$ cat src/rtl/mux_pkg.sv
// Shared encodings for the muxed serial link: FSM states and lane select values.
package mux_pkg;

   typedef enum logic [1:0] {
      WAIT_SYNC = 2'd0,
      RUN_A     = 2'd1,
      RUN_B     = 2'd2
   } state_t;

   localparam logic LANE_A = 1'b0;
   localparam logic LANE_B = 1'b1;

endpackage

$ cat src/rtl/demux_lane.sv
// One receive lane: MSB-first shift register, bit counter, word register,
// valid/drop pulses and a wrapping completed-word counter.
module demux_lane #(
   parameter int WIDTH = 8,
   parameter int CNT_W = 8
) (
   input  logic             clock,
   input  logic             rst_n,
   input  logic             accept,
   input  logic             din,
   input  logic             flush,
   output logic [WIDTH-1:0] word,
   output logic             valid,
   output logic             drop,
   output logic [CNT_W-1:0] count
);

   localparam int BW = $clog2(WIDTH);
   localparam logic [BW-1:0] LAST = BW'(WIDTH - 1);

   logic [WIDTH-1:0] shift;
   logic [BW-1:0]    bcnt;

   always_ff @(posedge clock or negedge rst_n) begin
      if (!rst_n) begin
         shift <= '0;
         bcnt  <= '0;
         word  <= '0;
         valid <= 1'b0;
         drop  <= 1'b0;
         count <= '0;
      end else begin
         valid <= 1'b0;
         drop  <= 1'b0;
         // flush and accept never target the same lane on one edge; flush wins anyway
         if (flush) begin
            drop  <= (bcnt != '0);
            bcnt  <= '0;
            shift <= '0;
         end else if (accept) begin
            shift <= {shift[WIDTH-2:0], din};
            if (bcnt == LAST) begin
               word  <= {shift[WIDTH-2:0], din};
               valid <= 1'b1;
               count <= count + CNT_W'(1);
               bcnt  <= '0;
            end else begin
               bcnt <= bcnt + BW'(1);
            end
         end
      end
   end

endmodule

$ cat src/rtl/demuxtwo_deser.sv
// Receive side of the two-input serial mux: recovers lane A/B bit streams
// from the muxed line using the lane select, and deserializes each lane.
//
// state     | meaning
// ----------|-----------------------------------------------------------
// WAIT_SYNC | no lane alignment yet; din ignored until the first sl edge
// RUN_A     | sl low, bits go to lane A
// RUN_B     | sl high, bits go to lane B
module demuxtwo_deser
   import mux_pkg::*;
#(
   parameter int WIDTH = 8,
   parameter int CNT_W = 8
) (
   input  logic             clock,
   input  logic             rst_n,
   input  logic             din,
   input  logic             din_en,
   input  logic             sl,
   output logic [WIDTH-1:0] a_word,
   output logic             a_valid,
   output logic             a_drop,
   output logic [CNT_W-1:0] a_count,
   output logic [WIDTH-1:0] b_word,
   output logic             b_valid,
   output logic             b_drop,
   output logic [CNT_W-1:0] b_count,
   output logic             synced
);

   state_t state_q, state_d;
   logic   sl_q;
   logic   sl_edge;
   logic   accept_a, accept_b, flush_a, flush_b;

   assign sl_edge = (sl != sl_q);
   assign synced  = (state_q != WAIT_SYNC);

   always_ff @(posedge clock or negedge rst_n) begin
      if (!rst_n) begin
         state_q <= WAIT_SYNC;
         sl_q    <= 1'b0;
      end else begin
         state_q <= state_d;
         sl_q    <= sl;
      end
   end

   // Steering uses the current sl, so the bit on a switch edge lands in the new lane.
   always_comb begin
      state_d  = state_q;
      accept_a = 1'b0;
      accept_b = 1'b0;
      flush_a  = 1'b0;
      flush_b  = 1'b0;
      case (state_q)
         WAIT_SYNC: begin
            if (sl_edge) begin
               state_d  = (sl == LANE_A) ? RUN_A : RUN_B;
               accept_a = din_en && (sl == LANE_A);
               accept_b = din_en && (sl == LANE_B);
            end
         end
         RUN_A: begin
            if (sl_edge) begin
               state_d = RUN_B;
               flush_a = 1'b1;
            end
            accept_a = din_en && (sl == LANE_A);
            accept_b = din_en && (sl == LANE_B);
         end
         RUN_B: begin
            if (sl_edge) begin
               state_d = RUN_A;
               flush_b = 1'b1;
            end
            accept_a = din_en && (sl == LANE_A);
            accept_b = din_en && (sl == LANE_B);
         end
         default: state_d = WAIT_SYNC;
      endcase
   end

   demux_lane #(.WIDTH(WIDTH), .CNT_W(CNT_W)) u_lane_a (
      .clock  (clock),
      .rst_n  (rst_n),
      .accept (accept_a),
      .din    (din),
      .flush  (flush_a),
      .word   (a_word),
      .valid  (a_valid),
      .drop   (a_drop),
      .count  (a_count)
   );

   demux_lane #(.WIDTH(WIDTH), .CNT_W(CNT_W)) u_lane_b (
      .clock  (clock),
      .rst_n  (rst_n),
      .accept (accept_b),
      .din    (din),
      .flush  (flush_b),
      .word   (b_word),
      .valid  (b_valid),
      .drop   (b_drop),
      .count  (b_count)
   );

endmodule

$ cat config.mk
export PLATFORM = sky130hd
export DESIGN_NAME = demuxtwo_deser
export DESIGN_NICKNAME = d
export VERILOG_FILES = /design/src/rtl/mux_pkg.sv /design/src/rtl/demux_lane.sv /design/src/rtl/demuxtwo_deser.sv
export SDC_FILE = /design/constraint.sdc
export NUM_CORES = 1
export LEC_CHECK = 0
export ABC_AREA = 1
export BUFFER_PORTS_ARGS = -buffer_cell sky130_fd_sc_hd__buf_2
export CORE_AREA = 2 2 74 76
export CTS_BUF_LIST = sky130_fd_sc_hd__clkbuf_8
export DETAILED_ROUTE_END_ITERATION = 10
export DIE_AREA = 0 0 76 78
export PLACE_DENSITY = 0.77
export SYNTH_ARGS = -nofsm -noshare
export SYNTH_HDL_FRONTEND = slang
export SYNTH_SLANG_ARGS = --single-unit
$ cat constraint.sdc
create_clock -name clock -period 2.52 [get_ports clock]
set_input_delay 0.504 -clock clock [delete_from_list [all_inputs] [get_ports clock]]
set_output_delay 0.504 -clock clock [all_outputs]
set_load 0.05 [all_outputs]
## Yosys cells after proc, flatten, opt, wreduce, memory -nomap -nowiden

Index checks and enable logic that the tools add are counted.

| storage, ports and cells | value |
|---|---|
| bits in registers | 59 |
| output and inout bits | 37 |
| logic and storage cells | 71 |

| operators by class | value |
|---|---|
| add/subtract/negate cells | 4 |
| eq/ne operators | 8 |
| muxes and demuxes | 30 |
| bitwise gates (word level) | 3 |
| reductions and logical operators | 12 |

Operator list:

| cell | number |
|---|---|
| 2-to-1 mux 7 bit | 4 |
| 2-to-1 mux 3 bit | 6 |
| adder 8 x 1 -> 8 bit, second input constant | 2 |
| 2-to-1 mux 1 bit | 13 |
| AND reduction 3 bit | 3 |
| 2-to-1 mux 2 bit | 4 |
| adder 3 x 1 -> 3 bit, second input constant | 2 |
| equality test 3 bit, second input constant | 2 |
| inequality test 2 bit, second input constant | 3 |
| one-hot mux 2 bit (3 select lines) | 1 |
| nonzero test 2 bit | 3 |
| nonzero test 3 bit | 2 |
| one-hot mux 1 bit (2 select lines) | 2 |
| NOT 1 bit | 3 |
| equality test 2 x 1 -> 1 bit, second input constant | 1 |
| equality test 2 bit, second input constant | 1 |
| logical AND 1 bit | 2 |
| logical NOT 2 bit | 1 |
| OR reduction 2 bit | 1 |
| inequality test 1 bit | 1 |

## Longest topological paths before layout

| logic depth | value |
|---|---|
| depth after elaboration | 6 |
| mapped depth | 9 |
| mapped depth without buffers | 8 |

## Hierarchy

Synthesis repeated with hierarchy kept, for this count alone.

| second synthesis, totals | value |
|---|---|
| cells, all modules | 284 |
| area total of the unflattened synthesis | 2706.3 um^2 |

Modules (own cells, without submodules):

| module | instances | cells each | area each (um^2) |
|---|---|---|---|
| demux_lane | 2 | 122 | 1212.4 |
| demuxtwo_deser | 1 | 40 | 281.5 |

## Least setup slack after synthesis

No wires, ideal clock.

| timing path | value |
|---|---|
| path kind | flip-flop to flip-flop |
| start point | reg state_q[0] |
| end point | reg u_lane_b.count[6] |
| library setup time | 0.118 ns |
| arrival time | 1.434 ns |
| slack | 0.968 ns |
| stages on the path, launching flop included | 9 |
| clock period less this slack | 1.552 ns |
| cell sequence | dfrtp_1 inv_1 ha_1 nand4_1 nand2_2 nand4_1 buf_2 nand2_1 nand2_1 |

| on the way | value |
|---|---|
| word-level cells in the longest chain between the ends | 4 |
| elaborated cells on any way between the ends | 8 |
| classes of those cells | eq/ne: 2; mux: 2; bitwise: 1; reduce/logical: 3 |

Ends and longest elaborated chain:

| item | RTL line | RTL |
|---|---|---|
| start: declaration | demuxtwo_deser.sv:31 | `state_t state_q, state_d;` |
| start signal: assignment | demuxtwo_deser.sv:44 | `state_q <= state_d;` |
| equality test 2 bit / equality test 2 x 1 -> 1 bit (equally long branches) | demuxtwo_deser.sv:56 | `case (state_q)` |
| OR reduction 2 bit (no line) / 2-to-1 mux 1 bit (equally long branches) | -- |  |
| one-hot mux 1 bit (2 select lines) / NOT 1 bit (equally long branches) | -- |  |
| AND reduction 3 bit (no line) (*) | -- |  |
| end signal: assignment | demux_lane.sv:45 | `count <= count + CNT_W'(1);` |
| end: declaration | demux_lane.sv:15 | `output logic [CNT_W-1:0] count` |

Mark *: on every way between the ends. The rest lies on a longest branch, timed or not.
A chain may end at the register's enable or synchronous reset.

## Worst setup path in the final report

| timing path | value |
|---|---|
| start point | reg state_q[0] |
| end point | reg u_lane_b.bcnt[1] |

| on the way | value |
|---|---|
| word-level cells in the longest chain between the ends | 4 |
| elaborated cells on any way between the ends | 8 |
| classes of those cells | eq/ne: 2; mux: 3; reduce/logical: 3 |

Ends and longest elaborated chain:

| item | RTL line | RTL |
|---|---|---|
| equality test 2 bit / equality test 2 x 1 -> 1 bit (equally long branches) | demuxtwo_deser.sv:56 |  |
| OR reduction 2 bit (no line) | -- |  |
| one-hot mux 1 bit (2 select lines) | demuxtwo_deser.sv:56 |  |
| nonzero test 2 bit (no line) | -- |  |
| end signal: assignment | demux_lane.sv:48 | `bcnt <= bcnt + BW'(1);` |
| end: declaration | demux_lane.sv:22 | `logic [BW-1:0] bcnt;` |

Parallel ways exist; a longest one is shown, timed or not.

==> metrics.cfg <==
[power]
power_leakage_nw=1.864
ir_drop_uv=543.7
p_per_area_nw_per_um2=889.9

[floorplan]
die_w_um=76
start_util_pct=55.68
coreArea_um2=5042
rows=26
die_h_um=78
ios=42
die-area_um2=5928

[clock_tree]
clock-sinks=59
cts-buffers-inserted=9
cts_tree=yes
post_cts_buffers=0
clk_path_buf_depth=2
h-tree-depth=3
cts_resized=0
cts-root-buf=clkbuf_8
ctsHoldBuffers=0
path_clk_slew_ns=0.07
insertion_delay_ns=0.34

[detailed_routing]
dr.pass1.iters=6
num_vias=2211
drc_errors=0
wire_per_inst_um=11.94
drt_iter0_drc=77
viasPerCell=4.935
wl_mm=5.351
antenna_left=0

[synth]
synth_top_area_share_pct=52.58
synth_cells=327
yosysSeqAreaShare_pct=52.58
yosys_warnings=0
synth.distinct_cells=24
synthArstFlopShare_pct=100.0
syn_area_um2=2808
synth_enable_flop_cells=0
synth_area_leader_cell=dfrtp_1
synth_nets=344
syn_avg_cell_area_um2=8.586
synth_top_flop_cell=dfrtp_1
synth_area_leaders=dfrtp_1 (53%), nand2_1 (19%), ha_1 (5.3%), nand3_1 (4.1%), inv_1 (3.6%)
ys_ff_latch=59

[sta]
tns_ns=0
rsz0062_at_grt=false
fin_worst_skew_ns=0.007673
post-route-min-period_ns=1.989
worst_pin_slew_ns=0.6592
finalHoldViolCount=0
min_period_over_period_pct=78.93
fmaxAchievable_ghz=0.5027
setup_violations=0
drv_slew=0
slew_headroom_pct=56.05

[place]
dpl_cell_area_um2=3065
port_buffers=41
gp_congestion=0.9281
place_hpwl_mm=3.882

[critical_path]
slowest_delay_ns=0.53
critPathLaunchType=register
cp_cell_sequence=inv_1 -> ha_1 -> nand4_1 -> nand2_2 -> nand2_2 -> nor2_1 -> nand2_1 -> o21ai_1
cp_slowest_cell=nor2_1
cp_top_family=simple AND/OR/NAND/NOR gates
worstPathBufferInverterCount=1
crit_arrival_ns=2.25
crit_required_ns=2.78
critical_path_class=reg -> reg
cp-end-kind=register
critPathMaxFanout=11
cp_common_cell=nand2_2

[layout]
mostFrequentLayoutCell=nand2_1
diodes=0
area_delta_synth_final_pct=16.76
final_area_um2=3278
finalNetCount=391
nFillCells=413
final_cell_mix=nand2_1 (142), dfrtp_1 (59), buf_2 (41), inv_1 (28), nand3_1 (23)
layout-drive-gt1-share_pct=18.25

[global_route]
grt_pass1_vias=2167
gr-total-overflow=0
grt_use_total_pct=20.12
grt_max_degree=32
grt_pass1_wl_mm=9.549
antenna_found_initial=0

[status]
outcome=complete, no violations

[run]
drv_cap=0

[min_path]
hp-class=in -> async

[Yosys cell counts, types with 2 or more instances]
cell type	n
a21oi_1	4
buf_2	2
buf_6	4
dfrtp_1	59
ha_1	12
inv_1	27
nand2_1	142
nand2_2	4
nand3_1	23
nand3_2	3
nand4_1	6
nor2_1	9
nor2_4	3
o21ai_0	12
o21ai_1	2
xnor2_1	3
xor2_1	5
[report_power, final]
group | internal, W | switching, W
registers | 0.00111 | 0.000123
clock network | 0.000556 | 0.000357
logic | 0.000217 | 0.000556
total | 0.00188 | 0.00104
[final timing paths]
kind	start	endpoint	depth (start not counted)	slack, ns
setup / recovery	state_q[0]	u_lane_b.bcnt[1]	8	0.53
hold / removal	rst_n	u_lane_a.bcnt[0]	1	0.20
setup reg to reg	state_q[0]	u_lane_b.bcnt[1]	8	0.53
hold reg to reg	u_lane_a.word[7]	u_lane_a.word[7]	2	0.47
max in group asynchronous	rst_n	u_lane_b.shift[5]	2	1.73
min in group clock	sl	sl_q	1	0.36
[kinds of logic (layout without fill, tap and decap cells)]
kind of cell               after synthesis  after routing  synth area share, %
AOI/OAI and AO/OA                       19             19                3.476
xor gates and xnor gates                 8              8                2.496
adders and majority gates               12             12                5.347
buffers and inverters                   36             87                6.105
DFF                                     59             59                52.58
and+or+nand+nor                        193            193                29.99
[worst register-to-register path, cell delays in order (launching register included)]
cell	delay, ns
dfrtp_1	0.41
inv_1	0.13
ha_1	0.27
nand4_1	0.13
nand2_2	0.11
nand2_2	0.12
nor2_1	0.53
nand2_1	0.12
o21ai_1	0.10
[metrics by stage]
| step | total power, W | std cells | hold slack (ns) | setup WS, ns | utilization, % |
|---|---|---|---|---|---|
| after floorplan | 0.001833 | 327 | 0.2084 | 0.9680 | - |
| after CTS | 0.002932 | 448 | 0.2203 | 0.5409 | 65.01 |
| final | 0.002917 | 448 | 0.1972 | 0.5308 | 65.01 |
| after detailed placement | 0.002028 | 433 | 0.4613 | 0.5495 | 60.79 |
| after global placement | 0.001989 | 433 | 0.4498 | 0.6311 | 60.79 |
| after global routing | 0.003086 | 448 | 0.2514 | 0.3030 | 65.01 |
[area by class of cell]
| type | count | area, um2 | share of cell area (%) |
|---|---|---|---|
| clock buffers | 13 | 178.9 | 5.458 |
| repair buffers | 43 | 232.7 | 7.099 |
| clock inverters | 2 | 33.78 | 1.031 |
| multi-input cells | 232 | 1160 | 35.38 |
| inverters | 29 | 108.9 | 3.321 |
| flip-flops and latches | 59 | 1476 | 45.04 |
| well taps | 70 | 87.58 | 2.672 |
[flip-flops by register name, summed over array words and instances, names as in the netlist, 2 cells and up]
name,count
u_lane_b.bcnt,3
u_lane_b.shift,7
u_lane_a.count,8
u_lane_b.count,8
u_lane_b.word,8
u_lane_a.shift,7
u_lane_a.bcnt,3
state_q,2
u_lane_a.word,8
[layer usage]
layer,part of all wire (%),GRT usage (%),vias up
li1,-,-,1129
met1,45,23.92,1016
met2,48,35.09,53
met3,4.8,4.651,13
met4,2.1,8.909,0
met5,0,0,-
Power figures use the tool's default switching activity.
